--- src/rtl/sort_seq_pkg.sv ---
// sort_seq_pkg
// Shared definitions for the sequential sorter: FSM state encoding,
// comparator result bit positions and the fixed comparator width.
// Optional build macro used by the sorter: SORT_SEQ_DESC_EN.
package sort_seq_pkg;

  localparam int WIDTH_C    = 4;

  // Comparator result vector R: one-hot, exactly one bit set per compare.
  localparam int CMP_GT_BIT = 2;
  localparam int CMP_EQ_BIT = 1;
  localparam int CMP_LT_BIT = 0;

  typedef enum logic [1:0] {
    LOAD = 2'd0,
    SORT = 2'd1,
    OUT  = 2'd2
  } state_t;

endpackage

--- src/rtl/sort_seq_ctrl_if.sv ---
// sort_seq_ctrl_if
// Bundles the sample input stream and the sorted output stream.
// Handshake rule for both streams: a transfer happens on a rising clk edge
// where valid and ready are both 1; the sender keeps data (and out_last)
// stable while valid=1 and ready=0.
//   in_valid/in_data  : upstream -> sorter,   in_ready : sorter -> upstream
//   out_valid/out_data/out_last : sorter -> downstream, out_ready : downstream -> sorter
// Modports: master = the environment driving/consuming the streams,
//           slave  = the sorter.
interface sort_seq_ctrl_if
  import sort_seq_pkg::*;
#(
  parameter int WIDTH = WIDTH_C
);
  logic             in_valid;
  logic             in_ready;
  logic [WIDTH-1:0] in_data;
  logic             out_valid;
  logic             out_ready;
  logic [WIDTH-1:0] out_data;
  logic             out_last;

  modport master (
    output in_valid, in_data, out_ready,
    input  in_ready, out_valid, out_data, out_last
  );

  modport slave (
    input  in_valid, in_data, out_ready,
    output in_ready, out_valid, out_data, out_last
  );
endinterface

--- src/rtl/sort_seq_ctrl_cmp.sv ---
// Comparator_4bit
// Unsigned 4-bit magnitude comparator producing a one-hot result.
// Ports:
//   i_a, i_b : operands A and B
//   o_r      : o_r[CMP_GT_BIT] = A>B, o_r[CMP_EQ_BIT] = A==B, o_r[CMP_LT_BIT] = A<B
module Comparator_4bit
  import sort_seq_pkg::*;
(
  input  logic [WIDTH_C-1:0] i_a,
  input  logic [WIDTH_C-1:0] i_b,
  output logic [2:0]         o_r
);
  always_comb begin
    o_r             = '0;
    o_r[CMP_GT_BIT] = (i_a >  i_b);
    o_r[CMP_EQ_BIT] = (i_a == i_b);
    o_r[CMP_LT_BIT] = (i_a <  i_b);
  end
endmodule

--- src/rtl/sort_seq_ctrl.sv ---
// sort_seq_ctrl
// Collects DEPTH samples, bubble-sorts them in place using one shared
// comparator (one compare per clock), then streams them out.
// Build option: define SORT_SEQ_DESC_EN for descending output order.
// Ports:
//   clk       : rising-edge clock
//   rst_n     : asynchronous active-low reset
//   bus       : stream interface (slave modport), in_* and out_* handshakes
//   busy      : high while sorting or streaming out
//   dbg_state : current FSM state
module sort_seq_ctrl
  import sort_seq_pkg::*;
#(
  parameter int DEPTH = 4,   // 2..8
  parameter int WIDTH = WIDTH_C
)(
  input  logic             clk,
  input  logic             rst_n,
  sort_seq_ctrl_if.slave   bus,
  output logic             busy,
  output state_t           dbg_state
);

  localparam int            IW       = (DEPTH > 1) ? $clog2(DEPTH) : 1;
  localparam logic [IW-1:0] LAST_IDX = IW'(DEPTH - 1);
  localparam logic [IW-1:0] LAST_J   = IW'(DEPTH - 2);

  state_t           r_state, w_next;
  logic [WIDTH-1:0] r_buf [DEPTH];
  logic [IW-1:0]    r_wr_idx;
  logic [IW-1:0]    r_rd_idx;
  logic [IW-1:0]    r_j;
  logic [IW-1:0]    r_pass;
  logic             r_swap;

  logic [IW-1:0]    w_j1;
  logic [WIDTH-1:0] w_a, w_b;
  logic [2:0]       w_cmp;
  logic             w_swap;
  logic             w_in_fire, w_out_fire;
  logic             w_pass_end, w_sort_done;

  // Shared comparator: operands are the adjacent pair selected by j.
  assign w_j1 = r_j + 1'b1;
  assign w_a  = r_buf[r_j];
  assign w_b  = r_buf[w_j1];

  Comparator_4bit u_cmp (
    .i_a (w_a),
    .i_b (w_b),
    .o_r (w_cmp)
  );

  // Swap only on a strict ordering result; equal pairs never swap, which
  // keeps the sort stable.
`ifdef SORT_SEQ_DESC_EN
  assign w_swap = (w_cmp == 3'(1 << CMP_LT_BIT));
`else
  assign w_swap = (w_cmp == 3'(1 << CMP_GT_BIT));
`endif

  assign w_in_fire  = (r_state == LOAD) && bus.in_valid;
  assign w_out_fire = (r_state == OUT)  && bus.out_ready;
  assign w_pass_end = (r_j == LAST_J);
  // Leave after a pass with no swaps (including this cycle's compare), or
  // after DEPTH-1 passes, which is enough for any input.
  assign w_sort_done = w_pass_end && (!(r_swap || w_swap) || (r_pass == LAST_J));

  // State register
  always_ff @(posedge clk or negedge rst_n) begin
    if (!rst_n) r_state <= LOAD;
    else        r_state <= w_next;
  end

  // Next state and outputs
  always_comb begin
    w_next        = r_state;
    bus.in_ready  = 1'b0;
    bus.out_valid = 1'b0;
    bus.out_data  = '0;
    bus.out_last  = 1'b0;
    busy          = 1'b0;
    case (r_state)
      LOAD: begin
        bus.in_ready = 1'b1;
        if (w_in_fire && (r_wr_idx == LAST_IDX)) w_next = SORT;
      end
      SORT: begin
        busy = 1'b1;
        if (w_sort_done) w_next = OUT;
      end
      OUT: begin
        busy          = 1'b1;
        bus.out_valid = 1'b1;
        bus.out_data  = r_buf[r_rd_idx];
        bus.out_last  = (r_rd_idx == LAST_IDX);
        if (w_out_fire && (r_rd_idx == LAST_IDX)) w_next = LOAD;
      end
      default: w_next = LOAD;
    endcase
  end

  assign dbg_state = r_state;

  // Buffer, indices and swap flag
  always_ff @(posedge clk or negedge rst_n) begin
    if (!rst_n) begin
      for (int k = 0; k < DEPTH; k++) r_buf[k] <= '0;
      r_wr_idx <= '0;
      r_rd_idx <= '0;
      r_j      <= '0;
      r_pass   <= '0;
      r_swap   <= 1'b0;
    end else begin
      case (r_state)
        LOAD: begin
          if (w_in_fire) begin
            r_buf[r_wr_idx] <= bus.in_data;
            r_wr_idx        <= (r_wr_idx == LAST_IDX) ? '0 : r_wr_idx + 1'b1;
          end
        end
        SORT: begin
          if (w_swap) begin
            r_buf[r_j]  <= w_b;
            r_buf[w_j1] <= w_a;
            r_swap      <= 1'b1;
          end
          if (w_pass_end) begin
            // Pass boundary: the flag for the next pass starts clear.
            r_j    <= '0;
            r_swap <= 1'b0;
            r_pass <= w_sort_done ? '0 : r_pass + 1'b1;
          end else begin
            r_j <= w_j1;
          end
        end
        OUT: begin
          if (w_out_fire) r_rd_idx <= (r_rd_idx == LAST_IDX) ? '0 : r_rd_idx + 1'b1;
        end
        default: ;
      endcase
    end
  end

endmodule

--- src/flat_wrapper.sv ---
// flat-port wrapper written by rule: the top's interface ports become plain ports
module sort_seq_ctrl_flat import sort_seq_pkg::*;
#(
  parameter int DEPTH = 4,          
  parameter int WIDTH = WIDTH_C
)
  (clk, rst_n, busy, dbg_state, bus_in_valid, bus_in_data, bus_out_ready, bus_in_ready, bus_out_valid, bus_out_data, bus_out_last);
  sort_seq_ctrl_if #(.WIDTH(WIDTH)) bus_i ();
  input  logic clk;
  input  logic rst_n;
  output logic busy;
  output state_t dbg_state;
  input wire logic [$bits(bus_i.in_valid)-1:0] bus_in_valid;
  input wire logic [$bits(bus_i.in_data)-1:0] bus_in_data;
  input wire logic [$bits(bus_i.out_ready)-1:0] bus_out_ready;
  output wire logic [$bits(bus_i.in_ready)-1:0] bus_in_ready;
  output wire logic [$bits(bus_i.out_valid)-1:0] bus_out_valid;
  output wire logic [$bits(bus_i.out_data)-1:0] bus_out_data;
  output wire logic [$bits(bus_i.out_last)-1:0] bus_out_last;
  assign bus_i.in_valid = bus_in_valid;
  assign bus_i.in_data = bus_in_data;
  assign bus_i.out_ready = bus_out_ready;
  assign bus_in_ready = bus_i.in_ready;
  assign bus_out_valid = bus_i.out_valid;
  assign bus_out_data = bus_i.out_data;
  assign bus_out_last = bus_i.out_last;
  sort_seq_ctrl #(.DEPTH(DEPTH), .WIDTH(WIDTH)) u_core (.clk(clk), .rst_n(rst_n), .bus(bus_i), .busy(busy), .dbg_state(dbg_state));
endmodule
--- config.mk ---
export PLATFORM = sky130hd
export DESIGN_NAME = sort_seq_ctrl_flat
export DESIGN_NICKNAME = d
export VERILOG_FILES = /design/src/rtl/sort_seq_pkg.sv /design/src/rtl/sort_seq_ctrl_if.sv /design/src/rtl/sort_seq_ctrl_cmp.sv /design/src/rtl/sort_seq_ctrl.sv /design/src/flat_wrapper.sv
export SDC_FILE = /design/constraint.sdc
export NUM_CORES = 1
export LEC_CHECK = 0
export CAP_MARGIN = 20
export CORE_MARGIN = 4
export CORE_UTILIZATION = 58
export CTS_CLUSTER_SIZE = 40
export DETAILED_ROUTE_END_ITERATION = 8
export PLACE_DENSITY = 0.81
export SLEW_MARGIN = 10
export SYNTH_ARGS = -nofsm -noshare
export SYNTH_HDL_FRONTEND = slang
export SYNTH_SLANG_ARGS = --single-unit
--- constraint.sdc ---
create_clock -name clk -period 4 [get_ports clk]
set_clock_uncertainty 0.2 [all_clocks]
set_input_delay 0.6 -clock clk [delete_from_list [all_inputs] [get_ports clk]]
set_output_delay 0.6 -clock clk [all_outputs]
set_load 0.01 [all_outputs]
# Word level (Yosys, flattened, before mapping)
# Index checks and enable logic that the tools add are counted.
# Widths: inputs -> output; s select.
[op_classes]
eq_ne = 13
magnitude_cmp = 9
n_addsub = 4
bitwise_logic = 4
n_reduce_logical = 21
mux = 36
[op_table]
columns = ["operator", "count"]
rows = [
  ["$bwmux 16", 3],
  ["$mux 4", 10],
  ["$mux 16", 2],
  ["$pmux 16 s2", 1],
  ["$bmux 4 s2", 3],
  ["$demux 4 s2", 3],
  ["$mux 2", 7],
  ["$ge 3x3->1 const B", 4],
  ["$not 2->3", 4],
  ["$eq 2x2->1 const B", 5],
  ["$lt 3x1->1 const B", 3],
  ["$add 2x1->2 const B", 4],
  ["$logic_and 1x1->1", 8],
  ["$reduce_and 2->1", 4],
  ["$mux 1", 6],
  ["$ne 2x1->1 const B", 3],
  ["$pmux 2 s3", 1],
  ["$reduce_and 3->1", 2],
  ["$eq 4x4->1", 1],
  ["$gt 4x4->1", 1],
  ["$lt 4x4->1", 1],
  ["$ne 2x2->1 const B", 2],
  ["$reduce_bool 2->1", 2],
  ["$eq 3x3->1 const B", 1],
  ["other kinds (5)", 6],
]
[totals]
out_inout_bits = 10
wordCells = 97
inputBits = 8
ff_bits = 27

# Longest topological paths before layout
[depth]
word_depth = 13
ltp_mapped = 11

# By module
# A second synthesis with hierarchy kept.
[hier_totals]
cells_unflattened = 226
hier_area_um2 = 2431.1
[by_module_without_submodules]
columns = ["module", "area_each_um2", "cells_each", "instances"]
rows = [
  ["sort_seq_ctrl", 2302.2, 210, 1],
  ["Comparator_4bit", 128.9, 16, 1],
]

# Worst setup path before layout
# No wires, ideal clock.
[synth_timing]
path_type = "register to register"
from = "register u_core.r_j[0]"
to = "register u_core.r_buf[4] in the netlist's numbering"
arrival_time_ns = 3.073
path_stages_with_launch = 12
setup_ns = 0.125
path_buffers = 1
required_time_ns = 3.675
setup_slack_ns = 0.603
synth_period_minus_slack_ns = 3.397
path_cell_list = "dfrtp_1 -> buf_6 -> inv_1 -> ha_1 -> mux4_1 -> inv_1 -> ha_1 -> nor2b_1 -> o211ai_1 -> a31oi_4 -> o21ai_1 -> mux2_2"
[synth_via]
elab_chain_cells = 9
elab_cells_between_ends = 29
[synth_lines]
columns = ["item", "line_no", "text"]
rows = [
  ["from (decl)", "sort_seq_ctrl.sv:32", "logic [IW-1:0] r_j;"],
  ["from (signal assigned)", "sort_seq_ctrl.sv:134", "r_j <= w_j1;"],
  ["$add 2x1->2 / $not 2->3 (equally long branches)", "sort_seq_ctrl.sv:44, sort_seq_ctrl.sv:45, sort_seq_ctrl.sv:124", ""],
  ["$not 2->3 (not written as such), or another cell as far along", "sort_seq_ctrl.sv:46, sort_seq_ctrl.sv:125", ""],
  ["$bmux 4 s2, or another cell as far along", "sort_seq_ctrl.sv:46", "assign w_b = r_buf[w_j1];"],
  ["$mux 4 (not written as such), or another cell as far along (2 in series)", "sort_seq_ctrl.sv:46", ""],
  ["$lt 4x4->1, or another cell as far along", "sort_seq_ctrl_cmp.sv:17", "o_r[CMP_LT_BIT] = (i_a < i_b);"],
  ["$eq 3x3->1 / $bwmux 16 (equally long branches)", "sort_seq_ctrl.sv:59, sort_seq_ctrl.sv:125", ""],
  ["$ne 2x1->1 (no source line) / $mux 16 (equally long branches)", "--", ""],
  ["$reduce_and 3->1 (no source line) / $pmux 16 s2 (equally long branches)", "--", ""],
  ["to (signal, indexed assignment)", "sort_seq_ctrl.sv:118", "r_buf[r_wr_idx] <= bus.in_data;"],
  ["to (signal, indexed assignment)", "sort_seq_ctrl.sv:124", "r_buf[r_j] <= w_b;"],
  ["to (signal, indexed assignment)", "sort_seq_ctrl.sv:125", "r_buf[w_j1] <= w_a;"],
  ["to (decl)", "sort_seq_ctrl.sv:29", "logic [WIDTH-1:0] r_buf [DEPTH];"],
]
# Several ways; a longest one is shown, not always the timed one. The select of a mux whose other input is x is not followed.
# A chain may end at the register's enable or synchronous reset.

# Worst setup path in the final report
[layout_timing]
from = "register u_core.r_j[1]"
to = "register u_core.r_buf[4] in the netlist's numbering"
# The elaborated chain is that of the path after synthesis.

==> impl_metrics.env <==
export IMPL_status="finished, final reports clean"
export IMPL_synth_top_family_by_area="multiplexers"
export IMPL_diodes=0
export IMPL_rsz0062_at_grt="no"
export IMPL_antenna_found_initial=0
export IMPL_slew_violations=0
export IMPL_place_gp_congestion=0.973
export IMPL_stdcell_count=265
export IMPL_worst_ep_required_time_ns=3.97
export IMPL_startpoint_type="flip-flop"
export IMPL_start_util=0.616
export IMPL_crit_fanout=9
export IMPL_rows=21
export IMPL_drc=0
export IMPL_grt_pass1_vias=1772
export IMPL_grt_pass1_wl_mm=8.76
export IMPL_synth_xor_xnor_area_share=0
export IMPL_synth_largest_area_cell="dfrtp_1"
export IMPL_area_growth_pct=12.6
export IMPL_reg2reg_from="u_core.r_j[1]"
export IMPL_netlist_area_leader_share=0.319
export IMPL_placement_io_buffers=17
export IMPL_h_tree_depth=1
export IMPL_cts_hold_buf=0
export IMPL_die_h_um=68.5
export IMPL_grt_overflow_total=0
export IMPL_synthesis_nets=229
export IMPL_synth_seq_area_share=0.319
export IMPL_setup_viol=0
export IMPL_layout_nets=248
export IMPL_die_area_sq_um=4690
export IMPL_period_minus_slack_ns=3.83
export IMPL_cap_violations=0
export IMPL_synth_mux_area_frac=0.229
export IMPL_clk_pin_slew_ns=0.11
export IMPL_synthFlopType="dfrtp_1"
export IMPL_endpoint_kind="flip-flop"
export IMPL_synth_distinct_cells=37
export IMPL_pin_count=18
export IMPL_routed_wl_mm=5.43
export IMPL_antenna_left=0
export IMPL_cts_buffers=3
export IMPL_clk_path_buf_depth=2
export IMPL_syn_area_sq_um=2120
export IMPL_worstPathArrival_ns=3.80
export IMPL_post_cts_resize_count=0
export IMPL_min_from="u_core.r_pass[1]"
export IMPL_synth_compound_area_frac=0.175
export IMPL_cts_tree="built"
export IMPL_drt_iter0_drc=157
export IMPL_vias=1767
export IMPL_worst_pin_slew_ns=0.472
export IMPL_fp_dieW_um=68.5
export IMPL_hold_viol=0
export IMPL_synth_edf_count=0
export IMPL_fmax_mhz=261
export IMPL_cts_setup_buffers=0
export IMPL_dp_hpwl_mm=4.21
export IMPL_vias_per_cell=6.67
export IMPL_synth_area_leaders="dfrtp_1, ha_1, mux2_2"
export IMPL_clk_latency_ns=0.29
export IMPL_clock_sinks=27
export IMPL_critPathLaunch="u_core.r_j[1]"
export IMPL_drt_wirelength_per_cell_um=20.5
export IMPL_crit_type="reg2reg"
export IMPL_gr_usage_all_layers=0.254
export IMPL_avgSynthCellArea_sq_um=10.6
export IMPL_design_core_area_sq_um=3440
export IMPL_grt_max_degree=38
export IMPL_cts_root_buf="clkbuf_8"
export IMPL_async_reset_ff_frac=1.00
export IMPL_fin_crit_sh=0.958
export IMPL_dp_cells=261
export IMPL_drive_gt1_frac=0.164
export IMPL_hp_class="reg2reg"
export IMPL_ys_ff_latch=27
export IMPL_postLayoutCoreUtil=0.694
export IMPL_fin_hold_ws_ns=0.293
export IMPL_ys_warnings_count=0
export IMPL_synth_simple_gate_area_frac=0.116
export IMPL_slew_headroom=0.683
export IMPL_synth_fa_ha_area_frac=0.118
export IMPL_syn_inst=201
export IMPL_setup_tns_ns=0
export IMPL_drtPass1Iterations=5
[routing by layer]
metal / routed length (um) / track usage / vias to the layer above
li1: - / - / 791
met1: 2130 / 0.310 / 861
met2: 2820 / 0.454 / 98
met3: 361 / 0.0427 / 17
met4: 113 / 0.0769 / 0
met5: 0 / 0 / -
[area by class of cell]
| type | instances | area, sq um |
|---|---|---|
| inverters | 15 | 56.3 |
| repair buffers | 20 | 193 |
| multi-input cells | 153 | 1360 |
| well taps | 46 | 57.6 |
| flip-flops and latches | 27 | 676 |
| clock buffers | 3 | 41.3 |
| fillers | 252 | 1050 |
| clock inverters | 1 | 8.76 |
[worst paths after layout]
kind,to,depth (start not counted),slack (ns)
min in group asynchronous,u_core.r_pass[1],2,0.48
worst min register to register,u_core.r_pass[1],2,0.29
max in group asynchronous,u_core.r_buf[3],2,2.85
worst max-delay path,u_core.r_buf[4],10,0.17
worst min-delay path,u_core.r_pass[1],2,0.29
worst max register to register,u_core.r_buf[4],10,0.17
[Yosys cell counts (4+ instances only)]
library cell / n
ha_1: 20
a32oi_1: 6
mux2_2: 17
nand2b_1: 4
inv_1: 15
nand2_1: 20
a21oi_1: 14
mux4_1: 4
o21ai_1: 4
o22ai_1: 6
nor3_1: 4
mux4_2: 8
dfrtp_1: 27
nor2_1: 11
and2_1: 5
[logic make-up after synthesis]
family | after synthesis
AO/OA/AOI/OAI | 51
adder cells (fa/ha/maj) | 20
buffers and inverters | 21
flip-flops | 27
multiplexers | 30
AND/OR/NAND/NOR | 52
[metrics by stage]
step | instance area (sq um) | worst slack [ns]
6_report | 2390 | 0.168
2_1_floorplan | 2120 | 0.603
4_1_cts | 2390 | 0.229
3_3_place_gp | 2340 | 0.466
5_1_grt | 2390 | 0.0193
3_5_place_dp | 2340 | 0.262
[cells in the final DEF, fill, tap and decap left out, types with 4 or more instances in the layout]
cell type / n
dfrtp_1: 27
o22ai_1: 6
inv_1: 15
mux4_1: 4
a32oi_1: 6
ha_1: 20
mux2_2: 17
nor2_1: 11
clkdlybuf4s50_1: 17
a21oi_1: 14
mux4_2: 8
and2_1: 5
nand2b_1: 4
nand2_1: 20
nor3_1: 4
o21ai_1: 4
[sequential cells by signal, indices dropped and copies added (netlist names)]
signal            cells
u_core.r_buf         16
u_core.dbg_state      2
u_core.r_j            2
u_core.r_pass         2
u_core.r_rd_idx       2
u_core.r_wr_idx       2
u_core.r_swap         1
[worst max-delay path, stage by stage (launching register included)]
cell	delay (ns)
dfrtp_1	0.56
inv_1	0.15
ha_1	0.42
mux4_1	0.68
inv_1	0.09
ha_1	0.23
nor2b_1	0.13
o211ai_1	0.35
a31oi_4	0.19
o21ai_1	0.31
mux2_2	0.40
Power is left out: the tool's default activity adds up to more than one toggle a clock period on the data nets, which glitch-free logic cannot reach.
